## src/rtl/mseq_sync_pkg.sv

```systemverilog
// +----------------------------------------------------------------------+
// | mseq_pkg : shared types, constants and helpers for mseq_sync          |
// | Revision : 1.0                                                        |
// +----------------------------------------------------------------------+
`default_nettype none

package mseq_pkg;

  localparam int MSEQ_DEG    = 5;
  localparam int MSEQ_PERIOD = 31;

  localparam logic [MSEQ_DEG-1:0] DEF_TAPS      = 5'b10100;
  localparam logic [MSEQ_DEG-1:0] DEF_REF_STATE = 5'b11111;

  typedef enum logic [1:0] {
    HUNT   = 2'd0,
    VERIFY = 2'd1,
    LOCK   = 2'd2
  } mseq_state_e;

  function automatic logic [MSEQ_DEG-1:0] lfsr_advance(
    input logic [MSEQ_DEG-1:0] s,
    input logic [MSEQ_DEG-1:0] taps
  );
    return {s[MSEQ_DEG-2:0], ^(s & taps)};
  endfunction

  // Index of state s along the sequence that starts at ref_st (phase 0).
  function automatic logic [MSEQ_DEG-1:0] state_to_phase(
    input logic [MSEQ_DEG-1:0] s,
    input logic [MSEQ_DEG-1:0] taps,
    input logic [MSEQ_DEG-1:0] ref_st
  );
    logic [MSEQ_DEG-1:0] cur;
    logic [MSEQ_DEG-1:0] idx;
    cur = ref_st;
    idx = '0;
    for (int k = 0; k < MSEQ_PERIOD; k++) begin
      if (cur == s) idx = MSEQ_DEG'(k);
      cur = lfsr_advance(cur, taps);
    end
    return idx;
  endfunction

endpackage

`default_nettype wire

```

## src/rtl/mseq_sync_if.sv

```systemverilog
// +----------------------------------------------------------------------+
// | mseq_sync_if : chip stream in, lock/phase/error status out            |
// | Revision     : 1.0                                                    |
// +----------------------------------------------------------------------+
`default_nettype none

interface mseq_sync_if;
  logic        chip_in;
  logic        chip_en;
  logic        locked;
  logic [4:0]  phase;
  logic        period_start;
  logic        chip_err;
  logic [5:0]  win_errs;
  logic [15:0] total_errs;

  modport master (
    output chip_in, chip_en,
    input  locked, phase, period_start, chip_err, win_errs, total_errs
  );

  modport slave (
    input  chip_in, chip_en,
    output locked, phase, period_start, chip_err, win_errs, total_errs
  );
endinterface

`default_nettype wire

```

## src/rtl/mseq_lfsr_pred.sv

```systemverilog
// +----------------------------------------------------------------------+
// | mseq_lfsr_pred : combinational chip prediction and flywheel advance   |
// | Revision       : 1.0                                                  |
// +----------------------------------------------------------------------+
`default_nettype none

module mseq_lfsr_pred
  import mseq_pkg::*;
#(
  parameter logic [MSEQ_DEG-1:0] TAPS = DEF_TAPS
) (
  input  logic [MSEQ_DEG-1:0] lfsr,
  output logic                pred,
  output logic [MSEQ_DEG-1:0] lfsr_adv
);

  assign pred     = ^(lfsr & TAPS);
  assign lfsr_adv = {lfsr[MSEQ_DEG-2:0], pred};

endmodule

`default_nettype wire

```

## src/rtl/mseq_sync.sv

```systemverilog
// +----------------------------------------------------------------------+
// | mseq_sync : m-sequence self-synchroniser with lock and error stats    |
// | Optional  : MSEQ_SYNC_ERR_STATS_EN enables the total_errs counter     |
// | Revision  : 1.0                                                       |
// +----------------------------------------------------------------------+
`default_nettype none

module mseq_sync
  import mseq_pkg::*;
#(
  parameter logic [MSEQ_DEG-1:0] TAPS       = DEF_TAPS,
  parameter int                  VERIFY_LEN = 8,
  parameter int                  ERR_THR    = 3,
  parameter logic [MSEQ_DEG-1:0] REF_STATE  = DEF_REF_STATE
) (
  input  logic        clk,
  input  logic        rst,
  mseq_sync_if.slave  bus
);

  mseq_state_e         state_q, state_d;
  logic [4:0]          lfsr_q, lfsr_d;
  logic [2:0]          load_cnt_q, load_cnt_d;
  logic [4:0]          ok_cnt_q, ok_cnt_d;
  logic [4:0]          win_cnt_q, win_cnt_d;
  logic [5:0]          err_acc_q, err_acc_d;
  logic [4:0]          phase_q, phase_d;
  logic                period_start_q, period_start_d;
  logic                chip_err_q, chip_err_d;
  logic [5:0]          win_errs_q, win_errs_d;

  logic                pred;
  logic [4:0]          lfsr_adv;
  logic [4:0]          lfsr_shift;
  logic                mismatch;
  logic [5:0]          err_now;

  mseq_lfsr_pred #(.TAPS(TAPS)) u_pred (
    .lfsr     (lfsr_q),
    .pred     (pred),
    .lfsr_adv (lfsr_adv)
  );

  assign lfsr_shift = {lfsr_q[3:0], bus.chip_in};
  assign mismatch   = (bus.chip_in != pred);
  assign err_now    = (mismatch && err_acc_q != 6'd63) ? err_acc_q + 6'd1 : err_acc_q;

  always_comb begin
    state_d        = state_q;
    lfsr_d         = lfsr_q;
    load_cnt_d     = load_cnt_q;
    ok_cnt_d       = ok_cnt_q;
    win_cnt_d      = win_cnt_q;
    err_acc_d      = err_acc_q;
    phase_d        = phase_q;
    period_start_d = 1'b0;
    chip_err_d     = 1'b0;
    win_errs_d     = win_errs_q;
    if (bus.chip_en) begin
      case (state_q)
        HUNT: begin
          lfsr_d = lfsr_shift;
          if (load_cnt_q == 3'd4) begin
            load_cnt_d = '0;
            if (lfsr_shift != '0) begin
              state_d  = VERIFY;
              ok_cnt_d = '0;
            end
          end else begin
            load_cnt_d = load_cnt_q + 3'd1;
          end
        end
        VERIFY: begin
          if (!mismatch) begin
            lfsr_d   = lfsr_adv;
            ok_cnt_d = ok_cnt_q + 5'd1;
            if (ok_cnt_q == 5'(VERIFY_LEN - 1)) begin
              state_d   = LOCK;
              win_cnt_d = '0;
              err_acc_d = '0;
              phase_d   = state_to_phase(lfsr_adv, TAPS, REF_STATE);
            end
          end else begin
            // The failing chip is the first chip of a fresh load.
            state_d    = HUNT;
            lfsr_d     = lfsr_shift;
            load_cnt_d = 3'd1;
          end
        end
        LOCK: begin
          lfsr_d         = lfsr_adv;
          period_start_d = (lfsr_adv == REF_STATE);
          phase_d        = (lfsr_adv == REF_STATE || phase_q == 5'd30) ? 5'd0 : phase_q + 5'd1;
          chip_err_d     = mismatch;
          if (win_cnt_q == 5'd30) begin
            win_cnt_d  = '0;
            win_errs_d = err_now;
            err_acc_d  = '0;
            if (err_now > 6'(ERR_THR)) begin
              state_d    = HUNT;
              load_cnt_d = '0;
            end
          end else begin
            win_cnt_d = win_cnt_q + 5'd1;
            err_acc_d = err_now;
          end
        end
        default: state_d = HUNT;
      endcase
    end
  end

  always_ff @(posedge clk or posedge rst) begin
    if (rst) begin
      state_q        <= HUNT;
      lfsr_q         <= '0;
      load_cnt_q     <= '0;
      ok_cnt_q       <= '0;
      win_cnt_q      <= '0;
      err_acc_q      <= '0;
      phase_q        <= '0;
      period_start_q <= 1'b0;
      chip_err_q     <= 1'b0;
      win_errs_q     <= '0;
    end else begin
      state_q        <= state_d;
      lfsr_q         <= lfsr_d;
      load_cnt_q     <= load_cnt_d;
      ok_cnt_q       <= ok_cnt_d;
      win_cnt_q      <= win_cnt_d;
      err_acc_q      <= err_acc_d;
      phase_q        <= phase_d;
      period_start_q <= period_start_d;
      chip_err_q     <= chip_err_d;
      win_errs_q     <= win_errs_d;
    end
  end

`ifdef MSEQ_SYNC_ERR_STATS_EN
  logic [15:0] total_errs_q, total_errs_d;

  always_comb begin
    total_errs_d = total_errs_q;
    if (chip_err_d && total_errs_q != 16'hFFFF) total_errs_d = total_errs_q + 16'd1;
  end

  always_ff @(posedge clk or posedge rst) begin
    if (rst) total_errs_q <= '0;
    else     total_errs_q <= total_errs_d;
  end

  assign bus.total_errs = total_errs_q;
`else
  assign bus.total_errs = '0;
`endif

  assign bus.locked       = (state_q == LOCK);
  assign bus.phase        = phase_q;
  assign bus.period_start = period_start_q;
  assign bus.chip_err     = chip_err_q;
  assign bus.win_errs     = win_errs_q;

endmodule

`default_nettype wire
```

## src/flat_wrapper.sv

```systemverilog
// flat-port wrapper written by rule: the top's interface ports become plain ports
module mseq_sync_flat import mseq_pkg::*;
#(
  parameter logic [MSEQ_DEG-1:0] TAPS       = DEF_TAPS,
  parameter int                  VERIFY_LEN = 8,
  parameter int                  ERR_THR    = 3,
  parameter logic [MSEQ_DEG-1:0] REF_STATE  = DEF_REF_STATE
)
  (clk, rst, bus_chip_in, bus_chip_en, bus_locked, bus_phase, bus_period_start, bus_chip_err, bus_win_errs, bus_total_errs);
  mseq_sync_if bus_i ();
  input  logic clk;
  input  logic rst;
  input wire logic [$bits(bus_i.chip_in)-1:0] bus_chip_in;
  input wire logic [$bits(bus_i.chip_en)-1:0] bus_chip_en;
  output wire logic [$bits(bus_i.locked)-1:0] bus_locked;
  output wire logic [$bits(bus_i.phase)-1:0] bus_phase;
  output wire logic [$bits(bus_i.period_start)-1:0] bus_period_start;
  output wire logic [$bits(bus_i.chip_err)-1:0] bus_chip_err;
  output wire logic [$bits(bus_i.win_errs)-1:0] bus_win_errs;
  output wire logic [$bits(bus_i.total_errs)-1:0] bus_total_errs;
  assign bus_i.chip_in = bus_chip_in;
  assign bus_i.chip_en = bus_chip_en;
  assign bus_locked = bus_i.locked;
  assign bus_phase = bus_i.phase;
  assign bus_period_start = bus_i.period_start;
  assign bus_chip_err = bus_i.chip_err;
  assign bus_win_errs = bus_i.win_errs;
  assign bus_total_errs = bus_i.total_errs;
  mseq_sync #(.TAPS(TAPS), .VERIFY_LEN(VERIFY_LEN), .ERR_THR(ERR_THR), .REF_STATE(REF_STATE)) u_core (.clk(clk), .rst(rst), .bus(bus_i));
endmodule
```

## config.mk

```make
export PLATFORM = sky130hd
export DESIGN_NAME = mseq_sync_flat
export DESIGN_NICKNAME = d
export VERILOG_FILES = /design/src/rtl/mseq_sync_pkg.sv /design/src/rtl/mseq_sync_if.sv /design/src/rtl/mseq_lfsr_pred.sv /design/src/rtl/mseq_sync.sv /design/src/flat_wrapper.sv
export SDC_FILE = /design/constraint.sdc
export NUM_CORES = 1
export LEC_CHECK = 0
export CAP_MARGIN = 20
export CORE_MARGIN = 2
export CORE_UTILIZATION = 49
export DETAILED_ROUTE_END_ITERATION = 16
export GPL_TIMING_DRIVEN = 0
export HOLD_SLACK_MARGIN = 0.06
export PLACE_DENSITY_LB_ADDON = 0.2
export SLEW_MARGIN = 20
export SYNTH_ARGS = -nofsm -noshare
export SYNTH_HDL_FRONTEND = slang
export SYNTH_SLANG_ARGS = --single-unit
```

## constraint.sdc

```tcl
create_clock -name clk -period 2.5 [get_ports clk]
set_clock_uncertainty 0.2 [all_clocks]
set_input_delay 0.25 -clock clk [delete_from_list [all_inputs] [get_ports clk]]
set_output_delay 0.25 -clock clk [all_outputs]
set_load 0.03 [all_outputs]
```

Word level (Yosys, flattened, before mapping):

Cells that the tools add are included.

* muxes and demuxes: 65
* add/sub/neg operators: 5
* $mul: 0
* equality and inequality tests: 47
* reduce and logical (&&, ||, !) cells: 14
* $lt $le $gt $ge: 1
* bitwise logic cells: 0
* divide/modulo/power cells: 0
* shift operators: 0

Operators by type and width (number)
* $mux 5: 24
* $eq 5x5->1 const A: 15
* $eq 4x5->1 const A: 8
* $mux 4: 8
* $pmux 5 s2: 3
* $mux 3: 8
* $mux 6: 4
* $eq 3x5->1 const A: 4
* $mux 2: 8
* $add 5x1->5 const B: 3
* $eq 5x5->1 const B: 3
* $pmux 5 s3: 1
* $ne 2x1->1 const B: 6
* $pmux 6 s2: 1
* $eq 2x5->1 const A: 2
* $reduce_and 5->1: 2
* $pmux 3 s3: 1
* $add 6x1->6 const B: 1
* $gt 6x2->1 const B: 1
* $mux 1: 6
* $ne 6x6->1 const B: 1
* $pmux 2 s3: 1
* $reduce_and 6->1: 1
* $eq 1x5->1 const A: 1
* 18 further kinds: 19

* input bits: 4
* memories kept: 0
* output and inout bits: 30
* memory bits (read-only): 0
* word-level logic and storage cells: 142
* latch bits: 0
* bits in writable memories: 0
* flip-flop bits (word level): 39

Longest topological paths before layout:

Gate-level depths: netlist of the first run.

* word-level depth: 35
* gate-level depth with buffers: 12
* mapped depth without buffers: 9

By module:

From an unflattened synthesis of the first run, not the netlist that was laid out.

* cells, all modules: 317
* area total of the unflattened synthesis: 2691.3 um^2

By module, submodules not included
* mseq_sync: times used 1, cells each 311, area each 2645.0 um^2, sequential area each 975.9 um^2
* mseq_lfsr_pred: times used 1, cells each 6, area each 46.3 um^2, sequential area each 0.0 um^2

Least setup slack after synthesis of the first run:

OpenSTA, ideal clock, no wires.

* path type: register -> register
* from: register u_core.lfsr_q[4]
* to: register u_core.load_cnt_q[2]
* required time: 2172 ps
* buffers on the path: 1
* clock period less this slack: 2663 ps
* setup time: 128 ps
* arrival time: 2335 ps
* stages on the path, launching flop included: 11
* slack: -163 ps
* cell sequence: dfrtp_1 -> clkbuf_1 -> xor2_1 -> inv_1 -> ha_1 -> and4b_1 -> or3_1 -> o21ai_2 -> a31oi_2 -> a31oi_1 -> o21ai_1

* longest elaborated chain between the ends: 7
* elaborated cells between the ends (all ways): 8
* those cells by class: 1 x order compare; 3 x eq/ne; 1 x mux; 3 x reduce/logical

RTL lines
* start: declaration: line mseq_sync.sv:22 `logic [4:0] lfsr_q, lfsr_d;`
* start signal: assignment: line mseq_sync.sv:127 `lfsr_q <= lfsr_d;`
* $reduce_xor 5->1 (*): line mseq_lfsr_pred.sv:17 `assign pred = ^(lfsr & TAPS);`
* $ne 1x1->1 (*): line mseq_sync.sv:45 `assign mismatch = (bus.chip_in != pred);`
* $logic_and 1x1->1: line mseq_sync.sv:46 `assign err_now = (mismatch && err_acc_q != 6'd63) ? err_acc_q + 6'd1 : err_acc_q;`
* $mux 6: line mseq_sync.sv:46
* $gt 6x2->1: line mseq_sync.sv:99 `if (err_now > 6'(ERR_THR)) begin`
* $ne 2x1->1 (no line)
* $reduce_and 5->1 (no line) (*)
* end signal: assignment: line mseq_sync.sv:128 `load_cnt_q <= load_cnt_d;`
* end: declaration: line mseq_sync.sv:23 `logic [2:0] load_cnt_q, load_cnt_d;`

Every way passes the cells marked *; elsewhere a longest branch is shown, timed or not.
A chain may end at the register's enable or synchronous reset.

Final worst setup path of the first run:

Ends and elaborated chain as after synthesis.

==> metrics.md, run 1 <==
| Metric | Value |
|---|---|
| Fin cells | 445 |
| Vias in the first global route | 2328 |
| Synth top area cells | dfrtp_1 36%, ha_1 6.5%, nand2_1 4.8%, buf_4 4.7%, a21oi_1 4.1% |
| Drc violations | 0 |
| Nets@finish | 390 |
| Max_cap viols | 0 |
| Crit path time final | 2490 ps |
| Clock Sinks | 39 |
| Setup TNS | 0 ps |
| CP Max Fanout | 6 |
| Synthesized area | 0.00271 mm^2 |
| Global route total overflow | 0 |
| Full die area | 0.00614 mm^2 |
| Worst-path clk slew | 80 ps |
| Num CTS Buffers | 5 |
| Wire length per cell | roughly 14 um |
| Worst skew pair latency | 300 ps |
| Cell with the most instances after synthesis | dfrtp_1 |
| Power density over the cells | 1150 mW/mm^2 |
| Async SR Flop Fraction | 100% |
| Placed cell count | 426 |
| Share of cells above drive strength 1 | about a fifth |
| First-pass GRT wire length | 10.9 mm |
| Endpoints failing setup | 0 |
| Die H | 78.4 um |
| Antenna Cells | 0 |
| Hold Path Depth | 2 |
| Startpoint class of the critical path | register |
| Worst Slack Setup Final | about 14 ps |
| Most used flip-flop cell after synthesis | dfrtp_1 |
| TritonCTS clock tree | built |
| CP Class | register to register |
| Num rows | 27 |
| WHS Endpoint | u_core.bus.win_errs[2] |
| Synthesized area per cell | 8.44 um^2 |
| Final number of hold-violating endpoints | 0 |
| Syn Inst Count | approximately 320 |
| # fillers | 495 |
| Sequential Area | 977 um^2 |
| Met1 wire length | 2.84 mm |
| Hold Crit Class | register to register |
| Post-synthesis register bit count | 39 |
| Top sig layer | met4 |
| Outcome | completed |
| Area delta synth->final | 24.8% |
| Detailed-route wire length | 6.22 mm |
| # port buffers | 17 |
| Critical R2R Capture | u_core.load_cnt_q[2] |
| Wire length on met2 | between 3 and 4 mm |
| Tot Pwr | 3880 uW |
| Hold Startpoint | u_core.bus.win_errs[2] |
| Yosys top cell area share | around 36% |
| Via density | between 5 and 6 |
| Seq/Total Area, Yosys | 36.0% |
| GR Util All Layers | 21.7% |
| Max Clock Freq | 0.402 GHz |
| Synth warn | 0 |
| Peak VDD IR | ~660 uV |
| Hpwl dp | 4.32 mm |
| Leak pwr | between 0.001 and 0.0015 uW |
| Cell taking the most area after synthesis | dfrtp_1 |
| Starting DRT DRC Count | 143 |
| Critical path capture point type | register |
| Worst Path Arrival | 2470 ps |
| CTS root buf | clkbuf_8 |
| Tcrit/Tclk final | between 90% and 100% |
| Die X | 78.4 um |
| RePlAce Congestion | 0.888 |
| Top Ports | 34 |
| H-tree Lvls | 2 |
| Initial antenna violation count | 0 |
| R2R setup slack | 10 ps |
| Largest net degree at the start of global routing | 33 |
| Post-synth cell types | 58 |
| Max Transition Viols Final | 0 |
| Drt first pass iters | 4 |
| Final ANT Viol Nets | 0 |
| Pre-CTS setup slack | -270 ps |
| Starting Density | 49.8% |
| Via count | between 2000 and 2500 |
| Core area | 0.00544 mm^2 |
| Multi-input logic area | 0.00163 mm^2 |
| Worst reg2reg path startpoint | u_core.lfsr_q[4] |
| WL met3 | 249 um |
| Clock buffer depth | 2 |
| Post-synth EDFFs | 0 |
| Unrepaired setup endpoints after global routing | yes |
| Worst reg-to-reg path cell count | 10 |
| Req. time, crit path | 2480 ps |
| Commonest cells in the netlist | 39 x dfrtp_1, 35 x nand2_1, 22 x a21oi_1 |
## kinds of logic after synthesis
family | Yosys count | synth area share (%)
other | 1 | 0.138
xor gates and xnor gates | 2 | 0.646
adders and majority gates | 14 | 6.46
DFF | 39 | 36.0
muxes | 7 | 2.77
buffers and inverters | 51 | 9.74
AOI/OAI and AO/OA | 96 | 23.4
and+or+nand+nor | 111 | 20.9
## repair_timing
item / in CTS / in global routing
endpoints found under the hold margin: 7 / 0
cloned: 1 / 0
hold buffers: 1 / 0
gates resized for setup: 15 / 12
setup endpoints to repair: 27 / 27
buffers inserted: 8 / 2
pin swaps: 8 / 6
## report_power, final
group	switching [uW]	internal, uW
Combinational	1340	1010
Sequential	182	804
Clock	242	297
Total	1760	2110
## layout make-up
cell class                      count  area share (%)
Clock buffer                        5            2.03
Multi-Input combinational cell    246            48.0
Timing Repair Buffer               30            8.47
Tap cell                           72            2.66
Buffer                             37            7.17
Clock inverter                      3            1.29
Inverter                           13            1.44
Sequential cell                    39            28.9
## worst max-delay path, cell delays in order (launching register included)
cell and delay [ps]:
dfrtp_1 400, buf_8 140, xor2_4 170, inv_2 60, ha_4 310, and4b_2 260, or3_4 350, o21ai_4 90
a31oi_4 160, a31oi_1 160, o21ai_1 80
## per-layer routing
metal | global-route usage [%] | vias to the layer above
li1 | - | 1221
met1 | 29.0 | 1160
met5 | 0 | -
met4 | 7.54 | 0
met3 | 2.53 | 9
met2 | 36.6 | 67
## sequential cells by signal, summed over array words and instances, names as in the netlist
signal                   flops
u_core.err_acc_q             6
u_core.win_cnt_q             5
u_core.lfsr_q                5
u_core.ok_cnt_q              5
u_core.state_q               2
u_core.bus.phase             5
u_core.bus.win_errs          6
u_core.bus.chip_err          1
u_core.bus.period_start      1
u_core.load_cnt_q            3
## how the worst max path moves through the flow
| stage | startpoint | endpoint | slack (ps) | cells past startpoint |
|---|---|---|---|---|
| finish | u_core.lfsr_q[4] | u_core.load_cnt_q[2] | 10 | 10 |
| global route | u_core.lfsr_q[4] | u_core.load_cnt_q[2] | -70 | 10 |
| CTS | u_core.lfsr_q[2] | u_core.load_cnt_q[2] | -160 | 11 |
| detailed placement | u_core.lfsr_q[2] | u_core.load_cnt_q[2] | -270 | 11 |
| global placement | u_core.lfsr_q[2] | u_core.bus.phase[1] | -230 | 12 |
| floorplan | u_core.lfsr_q[2] | u_core.load_cnt_q[2] | 3 | 11 |
## per-stage QoR
stage                     cell area [um^2]  hold slack, ps  utilization (%)
final                                 3380             294             62.2
after global routing                  3380             317             62.2
after CTS                             3330             300             61.3
after detailed placement              3090             280             56.8
after global placement                3070             273             56.5
after floorplan                       2810             203                -
## layout by cell type (no fill, tap or decap), types with 5 or more instances in the layout
cell type and n:
clkbuf_8 5, nand3_1 15, o21ai_1 19, clkdlybuf4s50_1 17
buf_4 26, nor2_1 18, a31oi_1 5, o31ai_1 5
inv_1 10, dfrtp_1 38, nor3_1 6, o21ai_0 9
nand2_1 35, a21o_1 5, conb_1 16, clkbuf_1 12
a22o_1 5, nand2b_1 5, a21oi_1 20, ha_1 13
(Power assumes the default switching activity.)
==> run 2: changes to the inputs <==
Settings changed: CELL_PAD_IN_SITES_DETAIL_PLACEMENT set to 0, CELL_PAD_IN_SITES_GLOBAL_PLACEMENT set to 1, CORE_UTILIZATION 49 to 42.
Clock period 2.5 ns to 2.7 ns, I/O delays scaled along.
==> run 2 against run 1 <==
Effect of this change: via count decreased by 3.5%; non-clock buffer count decreased by 12; combinational power decreased by 17%; final area decreased by 4.5%; power decreased by 13%; maximum frequency decreased by 3.2%; clock-buffer cell count unchanged; final cell count decreased by 1.6%; register-to-register slack improved by 120 ps; critical path depth decreased by 1.
==> metrics.md, run 2 (synthesis gave the netlist of run 1 again) <==
| Metric | Value |
|---|---|
| WHS Endpoint | u_core.bus.win_errs[2] |
| Starting DRT DRC Count | 70 (-51%) |
| CP Max Fanout | 16 (+10) |
| Slew @ Worst Pin | 606 ps |
| Power density over the cells | 1050 mW/mm^2 (-8.6%) |
| Die X | 84.3 um (+7.6%) |
| Outcome | completed |
| Design Area, Final | 0.00323 mm^2 (-4.5%) |
| Area delta synth->final | 19.3% |
| Drc violations | 0 (unchanged) |
| Full die area | 0.00711 mm^2 (+16%) |
| CTS root buf | clkbuf_8 |
| Worst-path cell chain | xor2_4 -> inv_1 -> ha_4 -> and4b_1 -> or3_1 -> o21ai_2 -> a31oi_4 -> a31oi_1 -> o21ai_1 |
| Num CTS Buffers | 5 (unchanged) |
| Max_cap viols | 0 (unchanged) |
| Pre-CTS setup slack | -441 ps (-172 ps) |
| Detailed-route wire length | 6.17 mm (-0.80%) |
| Setup TNS | 0 ps (unchanged) |
| Hpwl dp | 4.45 mm (+3.1%) |
| First-pass GRT wire length | 10.3 mm (-5.5%) |
| Clock Sinks | 39 (unchanged) |
| Tcrit/Tclk final | 95.1% (-4.3 points) |
| Clock buffer depth | 2 (unchanged) |
| Worst Path Arrival | 2550 ps (+80 ps) |
| Worst hold slack | 278 ps (-16.0 ps) |
| Slew margin rel. | 59.6% |
| Starting Density | 43.2% (-6.7 points) |
| H-tree Lvls | 2 (unchanged) |
| Largest net degree at the start of global routing | 32 (-3.0%) |
| Commonest non-fill, non-tap cell in the layout | dfrtp_1 |
| Worst skew pair latency | 300 ps (about the same) |
| Top Ports | 34 (unchanged) |
| Final number of hold-violating endpoints | 0 (unchanged) |
| Worst reg-to-reg path cell count | 9 (-1) |
| Worst Slack Setup Final | 132 ps (+118 ps) |
| Unrepaired setup endpoints after global routing | no |
| Max stage delay cell, worst path | dfrtp_2 |
| Util after Layout | 51.5% (-11 points) |
| Req. time, crit path | 2690 ps (+210 ps) |
| Vias in the first global route | 2167 (-6.9%) |
| Crit path time final | 2570 ps (+81.6 ps) |
| Dpl cell area | 0.00305 mm^2 (-1.2%) |
| GR Util All Layers | 17.7% (-4.0 points) |
| Via density | 5.41 (-2.0%) |
| Share of cells above drive strength 1 | 14.7% (-5.4 points) |
| Timing startpoint of the critical path | u_core.lfsr_q[4] |
| Hold Crit Class | register to register |
| Initial antenna violation count | 0 (unchanged) |
| Startpoint class of the critical path | register |
| # port buffers | 17 (unchanged) |
| Max Transition Viols Final | 0 (unchanged) |
| RePlAce Congestion | 0.793 (-11%) |
| CP Class | register to register |
| TritonCTS clock tree | built |
| Drt first pass iters | 4 (unchanged) |
| Post-CTS Setup Repair Bufs | 0 (-8) |
| Via count | 2370 (-3.5%) |
| Worst-path clk slew | 90 ps (about the same) |
| Critical path capture point type | register |
| R2R setup slack | 130 ps (+120 ps) |
| Final ANT Viol Nets | 0 (unchanged) |
| Antenna Cells | 0 (unchanged) |
| Worst reg2reg path startpoint | u_core.lfsr_q[4] |
| Hold Path Depth | 2 (unchanged) |
| Wire length per cell | 14.1 um (+0.78%) |
| Num rows | 29 (+7.4%) |
| Most frequent cells in the layout | 38 x dfrtp_1, 35 x nand2_1, 22 x a21oi_1, 20 x o21ai_1, 18 x nor2_1 |
| CP max stage delay | 560 ps (+160 ps) |
| Max Clock Freq | 0.389 GHz (-3.2%) |
| Peak VDD IR | 505 uV (-23%) |
| Die H | 84.3 um (+7.6%) |
| Endpoints failing setup | 0 (unchanged) |
| Core area | 0.00628 mm^2 (+15%) |
| Hold Startpoint | u_core.bus.win_errs[2] |
| Global route total overflow | 0 (unchanged) |
| Nets@finish | 378 (-3.1%) |
| Leak pwr | 0.00141 uW (-4.7%) |
| Critical R2R Capture | u_core.load_cnt_q[2] |
-- run 2: area by class of cell --
class	instances	area (um^2)
well taps	77	96.3
multi-input cells	246	1580
inverters	13	48.8
clock buffers	5	68.8
plain buffers	36	216
repair buffers	19	200
flip-flops and latches	39	977
fillers	608	3050
clock inverters	3	43.8
-- run 2: timing repair --
item	CTS	global route
gates resized for setup	8	4
pin swaps	0	1
endpoints found under the setup margin	29	13
hold endpoints to repair	8	0
hold buffers	1	0
-- run 2: per-stage QoR --
step                total power (uW)  cells
floorplan                       2340    336
global placement                2790    430
detailed placement              2820    431
CTS                             3380    438
global route                    3660    438
finish                          3380    438
-- run 2: critical path: cells and delay by family, from the launching register on --
family	cells	cell delay (ps)
simple gates	2	570
buf+inv	1	90
xor+xnor	1	200
compound gates	4	510
fa+ha+maj	1	310
flops	1	560
-- run 2: worst max-delay path by stage --
stage,to,cells after the start
floorplan,u_core.load_cnt_q[2],10
global placement,u_core.load_cnt_q[2],10
detailed placement,u_core.load_cnt_q[2],10
CTS,u_core.bus.phase[1],11
global route,u_core.bus.phase[1],11
finish,u_core.load_cnt_q[2],9
-- run 2: layer usage --
| layer | track usage, % | vias up | wire, um |
|---|---|---|---|
| met4 | 4.76 | 0 | 67 |
| li1 | - | 1195 | - |
| met3 | 3.05 | 6 | 235 |
| met1 | 23.9 | 1126 | 2970 |
| met5 | 0 | - | 0 |
| met2 | 29.7 | 43 | 2900 |
-- run 2: power by group --
part           internal (uW)  leakage (uW)  total, uW  switching [uW]
combinational            789      0.000846       1950            1160
sequential               744      0.000508        936             193
clock                    275     0.0000581        500             224
